`src/rtl/ascon_seq_pkg.sv`:
```
// Shared types and widths for the ASCON stream sequencer.
package ascon_seq_pkg;

    localparam int WORD_W  = 32;
    localparam int BLOCK_W = 64;
    localparam int TAG_W   = 128;

    // Main message sequencing FSM
    typedef enum logic [3:0] {
        IDLE,
        START,
        KICK,
        COLLECT_AD,
        ISSUE_AD,
        COLLECT_PT,
        ISSUE_PT,
        WAIT_END,
        DRAIN
    } seq_state_t;

    // Which buffer currently owns the host output port
    typedef enum logic [1:0] {
        SER_EMPTY,
        SER_CIPHER,
        SER_TAG
    } ser_state_t;

endpackage

```
`src/rtl/ascon_out_serializer.sv`:
```
// Captures ciphertext blocks and the final tag from the core and streams them
// to the host as 32-bit words; cipher words always win over tag words.
module ascon_out_serializer
    import ascon_seq_pkg::*;
(
    input  logic               clock_i,
    input  logic               resetb_i,
    input  logic [BLOCK_W-1:0] cipher_i,
    input  logic               cipher_valid_i,
    input  logic [TAG_W-1:0]   tag_i,
    input  logic               tag_valid_i,
    input  logic               clr_err_i,
    output logic [WORD_W-1:0]  m_data_o,
    output logic               m_valid_o,
    input  logic               m_ready_i,
    output logic               m_tag_o,
    output logic               m_last_o,
    output logic               empty_o,
    output logic               err_overflow_o
);

    logic [BLOCK_W-1:0] cbuf;
    logic [TAG_W-1:0]   tbuf;
    logic [1:0]         c_left;   // cipher words still to send (2..0)
    logic [2:0]         t_left;   // tag words still to send (4..0)
    logic [1:0]         c_rem;    // cipher words left after this cycle's pop
    logic               pop_c;
    logic               pop_t;
    ser_state_t         sel;

    // Pick the source of the current output word
    always_comb begin
        sel = SER_EMPTY;
        if (c_left != 2'd0)
            sel = SER_CIPHER;
        else if (t_left != 3'd0)
            sel = SER_TAG;
    end

    // Word mux: MSW first for both buffers, last flag on the final tag word
    always_comb begin
        m_data_o = '0;
        m_tag_o  = 1'b0;
        m_last_o = 1'b0;
        case (sel)
            SER_CIPHER: m_data_o = (c_left == 2'd2) ? cbuf[63:32] : cbuf[31:0];
            SER_TAG: begin
                m_tag_o  = 1'b1;
                m_last_o = (t_left == 3'd1);
                case (t_left)
                    3'd4:    m_data_o = tbuf[127:96];
                    3'd3:    m_data_o = tbuf[95:64];
                    3'd2:    m_data_o = tbuf[63:32];
                    default: m_data_o = tbuf[31:0];
                endcase
            end
            default: ;
        endcase
    end

    assign m_valid_o = (sel != SER_EMPTY);
    assign empty_o   = (sel == SER_EMPTY);
    assign pop_c     = m_ready_i && (sel == SER_CIPHER);
    assign pop_t     = m_ready_i && (sel == SER_TAG);
    // A word accepted this very cycle no longer counts as undrained
    assign c_rem     = c_left - {1'b0, pop_c};

    // Buffer capture, word countdown and sticky overflow detect
    always_ff @(posedge clock_i or negedge resetb_i) begin
        if (!resetb_i) begin
            cbuf           <= '0;
            tbuf           <= '0;
            c_left         <= 2'd0;
            t_left         <= 3'd0;
            err_overflow_o <= 1'b0;
        end else begin
            if (cipher_valid_i) begin
                cbuf   <= cipher_i;
                c_left <= 2'd2;
            end else begin
                c_left <= c_rem;
            end

            if (tag_valid_i) begin
                tbuf   <= tag_i;
                t_left <= 3'd4;
            end else if (pop_t) begin
                t_left <= t_left - 3'd1;
            end

            if (clr_err_i)
                err_overflow_o <= 1'b0;
            else if (cipher_valid_i && (c_rem != 2'd0))
                err_overflow_o <= 1'b1;
        end
    end

endmodule

```
`src/rtl/ascon_stream_sequencer.sv`:
```
// Host-side sequencer for the ASCON-128 core: packs host words into AD/PT
// blocks, walks the core handshake, and returns cipher/tag words to the host.
module ascon_stream_sequencer
    import ascon_seq_pkg::*;
#(
    parameter int NB_AD_BLOCKS = 1,
    parameter int NB_PT_BLOCKS = 4
) (
    input  logic               clock_i,
    input  logic               resetb_i,
    input  logic               cmd_start_i,
    input  logic [WORD_W-1:0]  s_data_i,
    input  logic               s_valid_i,
    output logic               s_ready_o,
    output logic               core_start_o,
    input  logic               core_req_i,
    output logic [BLOCK_W-1:0] core_data_o,
    output logic               core_data_valid_o,
    input  logic [BLOCK_W-1:0] core_cipher_i,
    input  logic               core_cipher_valid_i,
    input  logic [TAG_W-1:0]   core_tag_i,
    input  logic               core_end_i,
    output logic [WORD_W-1:0]  m_data_o,
    output logic               m_valid_o,
    input  logic               m_ready_i,
    output logic               m_tag_o,
    output logic               m_last_o,
    output logic               busy_o,
    output logic               err_overflow_o
);

    localparam logic [3:0] AD_LAST = 4'(NB_AD_BLOCKS - 1);
    localparam logic [3:0] PT_LAST = 4'(NB_PT_BLOCKS - 1);

    seq_state_t         state;
    logic [3:0]         ad_cnt;
    logic [3:0]         pt_cnt;
    logic               wsel;       // 0: next word is the block MSW
    logic [BLOCK_W-1:0] blk;
    logic               ser_empty;
    logic               start_acc;

    assign start_acc   = cmd_start_i && (state == IDLE);
    assign core_data_o = blk;

    // Main FSM: packer, block counters and registered handshake outputs
    always_ff @(posedge clock_i or negedge resetb_i) begin
        if (!resetb_i) begin
            state             <= IDLE;
            ad_cnt            <= 4'd0;
            pt_cnt            <= 4'd0;
            wsel              <= 1'b0;
            blk               <= '0;
            core_start_o      <= 1'b0;
            core_data_valid_o <= 1'b0;
            s_ready_o         <= 1'b0;
            busy_o            <= 1'b0;
        end else begin
            core_start_o <= 1'b0;
            case (state)
                IDLE: if (cmd_start_i) begin
                    ad_cnt       <= 4'd0;
                    pt_cnt       <= 4'd0;
                    wsel         <= 1'b0;
                    core_start_o <= 1'b1;
                    busy_o       <= 1'b1;
                    state        <= START;
                end
                START: begin
                    // init confirmation: a zero block offered for one cycle
                    blk               <= '0;
                    core_data_valid_o <= 1'b1;
                    state             <= KICK;
                end
                KICK: begin
                    core_data_valid_o <= 1'b0;
                    s_ready_o         <= 1'b1;
                    state             <= COLLECT_AD;
                end
                COLLECT_AD, COLLECT_PT: if (s_valid_i) begin
                    if (!wsel) begin
                        blk[BLOCK_W-1:WORD_W] <= s_data_i;
                        wsel                  <= 1'b1;
                    end else begin
                        blk[WORD_W-1:0]   <= s_data_i;
                        wsel              <= 1'b0;
                        s_ready_o         <= 1'b0;
                        core_data_valid_o <= 1'b1;
                        state             <= (state == COLLECT_AD) ? ISSUE_AD : ISSUE_PT;
                    end
                end
                ISSUE_AD: if (core_req_i) begin
                    ad_cnt            <= ad_cnt + 4'd1;
                    core_data_valid_o <= 1'b0;
                    s_ready_o         <= 1'b1;
                    state             <= (ad_cnt == AD_LAST) ? COLLECT_PT : COLLECT_AD;
                end
                ISSUE_PT: if (core_req_i) begin
                    pt_cnt            <= pt_cnt + 4'd1;
                    core_data_valid_o <= 1'b0;
                    if (pt_cnt == PT_LAST) begin
                        state <= WAIT_END;
                    end else begin
                        s_ready_o <= 1'b1;
                        state     <= COLLECT_PT;
                    end
                end
                WAIT_END: if (core_end_i) state <= DRAIN;
                DRAIN: if (ser_empty) begin
                    busy_o <= 1'b0;
                    state  <= IDLE;
                end
                default: state <= IDLE;
            endcase
        end
    end

    ascon_out_serializer u_ser (
        .clock_i        (clock_i),
        .resetb_i       (resetb_i),
        .cipher_i       (core_cipher_i),
        .cipher_valid_i (core_cipher_valid_i),
        .tag_i          (core_tag_i),
        .tag_valid_i    (core_end_i),
        .clr_err_i      (start_acc),
        .m_data_o       (m_data_o),
        .m_valid_o      (m_valid_o),
        .m_ready_i      (m_ready_i),
        .m_tag_o        (m_tag_o),
        .m_last_o       (m_last_o),
        .empty_o        (ser_empty),
        .err_overflow_o (err_overflow_o)
    );

endmodule

```
`config.mk`:
```
export PLATFORM = sky130hd
export DESIGN_NAME = ascon_stream_sequencer
export DESIGN_NICKNAME = d
export VERILOG_FILES = /design/src/rtl/ascon_seq_pkg.sv /design/src/rtl/ascon_out_serializer.sv /design/src/rtl/ascon_stream_sequencer.sv
export SDC_FILE = /design/constraint.sdc
export NUM_CORES = 1
export LEC_CHECK = 0
export BUFFER_PORTS_ARGS = -buffer_cell sky130_fd_sc_hd__buf_2
export CAP_MARGIN = 40
export CORE_ASPECT_RATIO = 0.5
export CORE_MARGIN = 3
export CORE_UTILIZATION = 35
export DETAILED_ROUTE_END_ITERATION = 10
export PLACE_DENSITY = 0.6
export SLEW_MARGIN = 15
export SYNTH_ARGS = -nofsm -noshare
export SYNTH_HDL_FRONTEND = slang
export SYNTH_SLANG_ARGS = --single-unit
```
`constraint.sdc`:
```
create_clock -name clock_i -period 2.3 [get_ports clock_i]
set_input_delay 0.115 -clock clock_i [delete_from_list [all_inputs] [get_ports clock_i]]
set_output_delay 0.115 -clock clock_i [all_outputs]
set_load 0.01 [all_outputs]
```
==> metrics.cfg <==
[run_status]
outcome=finished, violations left
failed_checks=setup timing

[timing]
fmax_mhz=393
relSlewSlack_pct=63.0
worst_slack_ps=-243
holdWs_ps=67.7
tightest_slew_ps=555
slew_violations=0
finalCriticalPeriod_ps=2540
fin_worst_skew_ps=14.7
rsz0062_at_grt=true
setup_viol=32
final-hold-violation-count=0
min_period_over_period_pct=111

[critical_path]
cp-end-kind=output port
crit_path_max_fanout=11
worst_ep_required_time_ps=2180
worstPathArrival_ps=2430
cp-start-kind=flip-flop
critPathKind=reg -> out

[grt]
grtUsageTotal_pct=20.5
grt_start_max_net_pins=71
grt_pass1_wl_microns=61300
antenna_found_initial=14
grt_pass1_vias=10900
grt.overflow.total=0

[placed_design]
placedCellCount=1653
portBuffers=335
gp_congestion=0.920
dpl.hpwl_microns=26700

[synth]
synth_area_leader_cell=dfrtp_1
synth-seq-area-share_pct=56.7
synth_flop_cell=dfrtp_1
ys_ff_latch=279
synth_cells=885
synthDominantCellAreaShare_pct=56.7
synth_edf_count=0
ys_warn_count=0
synth_cell_type_count=54
synthTopCellsByArea=dfrtp_1 (57%), mux2_2 (18%), mux2_1 (3.3%), mux2_4 (3.3%), a22o_1 (2.2%)
synthArstFlopShare_pct=100
syn_area_sq_um=12300
syn_area_per_cell_sq_um=13.9
synth.net_count=1126

[clock_tree]
cts_tree=yes
cts_root_buf=clkbuf_16
path_clk_slew_ps=60
max-clock-path-buffers=3
cts_buffers=28
htree_levels=1
clock_latency_ps=560
clock_sinks=279

[drt]
num_vias=9907
wl_per_cell_microns=20.4
ant_nets=0
drt-pass1-iter-count=5
via_per_inst=5.06
drt_iter0_drc=542
routed_wl_microns=40000
drc=0

[cells_and_area]
final-instance-count-excl-fill=1959
nFillCells=2781
multi_input_area_sq_um=5350
area_delta_synth_final_pct=49.9
nNetsFinal=1698
seq_area_sq_um=6980
drive_above_1_share_pct=47.9
final_util_pct=54.5

[pwr]
p_total_mw=16.4
power_density_nw_per_um2=890
p_leak_nw=8.58
vdd_drop_max_mv=0.576

[floorplan]
core_sq_um=33800
rows=47
start_util_pct=36.4
die_w_microns=271
die_y_microns=139
pin_count=336
die-area_sq_um=37600

[min_path]
hp-class=in -> async

[run]
drv_cap=0

[placed cells by master, fill, tap and decap left out, drive strengths merged, types with 4 or more instances in the layout]
cell type,synthesis,layout
diode,0,15
clkbuf,23,39
bufinv,0,4
o21ai,35,35
a22oi,32,32
a22o,31,31
xnor2,4,4
nor2,19,19
nand2b,4,4
and3,35,35
a211oi,5,5
clkinv,0,9
ha,9,9
a221oi,28,28
nor3,6,6
xor2,4,4
nand2,10,10
buf,40,375
dlygate4sd3,0,229
inv,11,11
dfrtp,279,279
mux2,258,258
nor2b,7,7
a21oi,6,6
nand3,4,4
[stage by stage]
step	area (sq um)	setup WS, ps	setup TNS (ps)
finish	18400	-243	-4770
CTS	18200	-166	-3360
global placement	14600	197	0
detailed placement	14600	112	0
floorplan	12300	497	0
global route	18400	-281	-7440
[synth_stat cells (4+ instances only)]
cell / number
dfrtp_1: 279
mux2_2: 195
mux2_1: 36
and3_1: 35
a22oi_1: 32
a22o_1: 31
a221oi_1: 28
o21ai_1: 28
buf_2: 27
mux2_4: 27
clkbuf_1: 23
nor2_1: 16
inv_1: 10
ha_1: 9
nand2_1: 9
buf_6: 8
nor2b_1: 7
o21ai_0: 7
a21oi_1: 6
a211oi_1: 5
nor3_1: 5
nand2b_1: 4
nand3_1: 4
xnor2_1: 4
[final cells by class]
class                   count  area share [%]
inverters                  11           0.224
repair buffers            605            24.3
flip-flops and latches    279            37.9
multi-input cells         532            29.0
clock buffers              38            4.27
clock inverters            14           0.997
well taps                 465            3.16
diodes                     15           0.204
[critical path, stage by stage, from the launching register on]
cell and delay [ps]:
dfrtp_1 430, inv_2 100, ha_4 180, nor2b_4 140, buf_8 160, a22o_4 270, a221oi_2 280, o21ai_0 130
buf_2 160
[power breakdown]
group          switching [mW]  internal (mW)
sequential              0.553           5.64
clock                    2.03           2.86
combinational            2.73           2.60
[worst paths after layout]
kind / startpoint / endpoint / slack [ps] / cells after the start
worst max-delay path: u_ser.t_left[0] / m_data_o[21] / -240 / 8
worst min-delay path: resetb_i / u_ser.tbuf[83] / 70 / 2
worst max register to register: state[2] / core_data_o[37] / 380 / 5
worst min register to register: core_data_o[16] / core_data_o[16] / 480 / 1
max in group asynchronous: resetb_i / u_ser.cbuf[33] / 1390 / 3
min in group clock_i: core_cipher_valid_i / u_ser.c_left[0] / 70 / 3
[registers in the layout, indices dropped and copies added, names as in the netlist, 2 cells and up]
name and cells:
ad_cnt 4, core_data_o 64, pt_cnt 4, state 4
u_ser.c_left 2, u_ser.cbuf 64, u_ser.t_left 3, u_ser.tbuf 128
[what timing repair did]
item	4_1_cts	5_1_grt
pin swaps	5	10
buffers inserted	6	3
hold buffers	229	0
gates cloned	1	1
gates resized for setup	52	20
setup endpoints to repair	32	32
hold endpoints to repair	511	0
[logic make-up after synthesis]
logic type	synth area share, %
mux	24.5
flops	56.7
compound gates	9.50
buf+inv	3.08
xor+xnor	0.630
simple gates	4.63
fa+ha+maj	0.915
[routing by layer]
| layer | share of wire (%) | track usage [%] |
|---|---|---|
| met5 | 0 | 0 |
| met4 | 3.5 | 7.89 |
| met3 | 4.8 | 4.04 |
| met2 | 52 | 36.2 |
| met1 | 40 | 24.8 |
No activity file was read; power rests on OpenSTA's default activity.
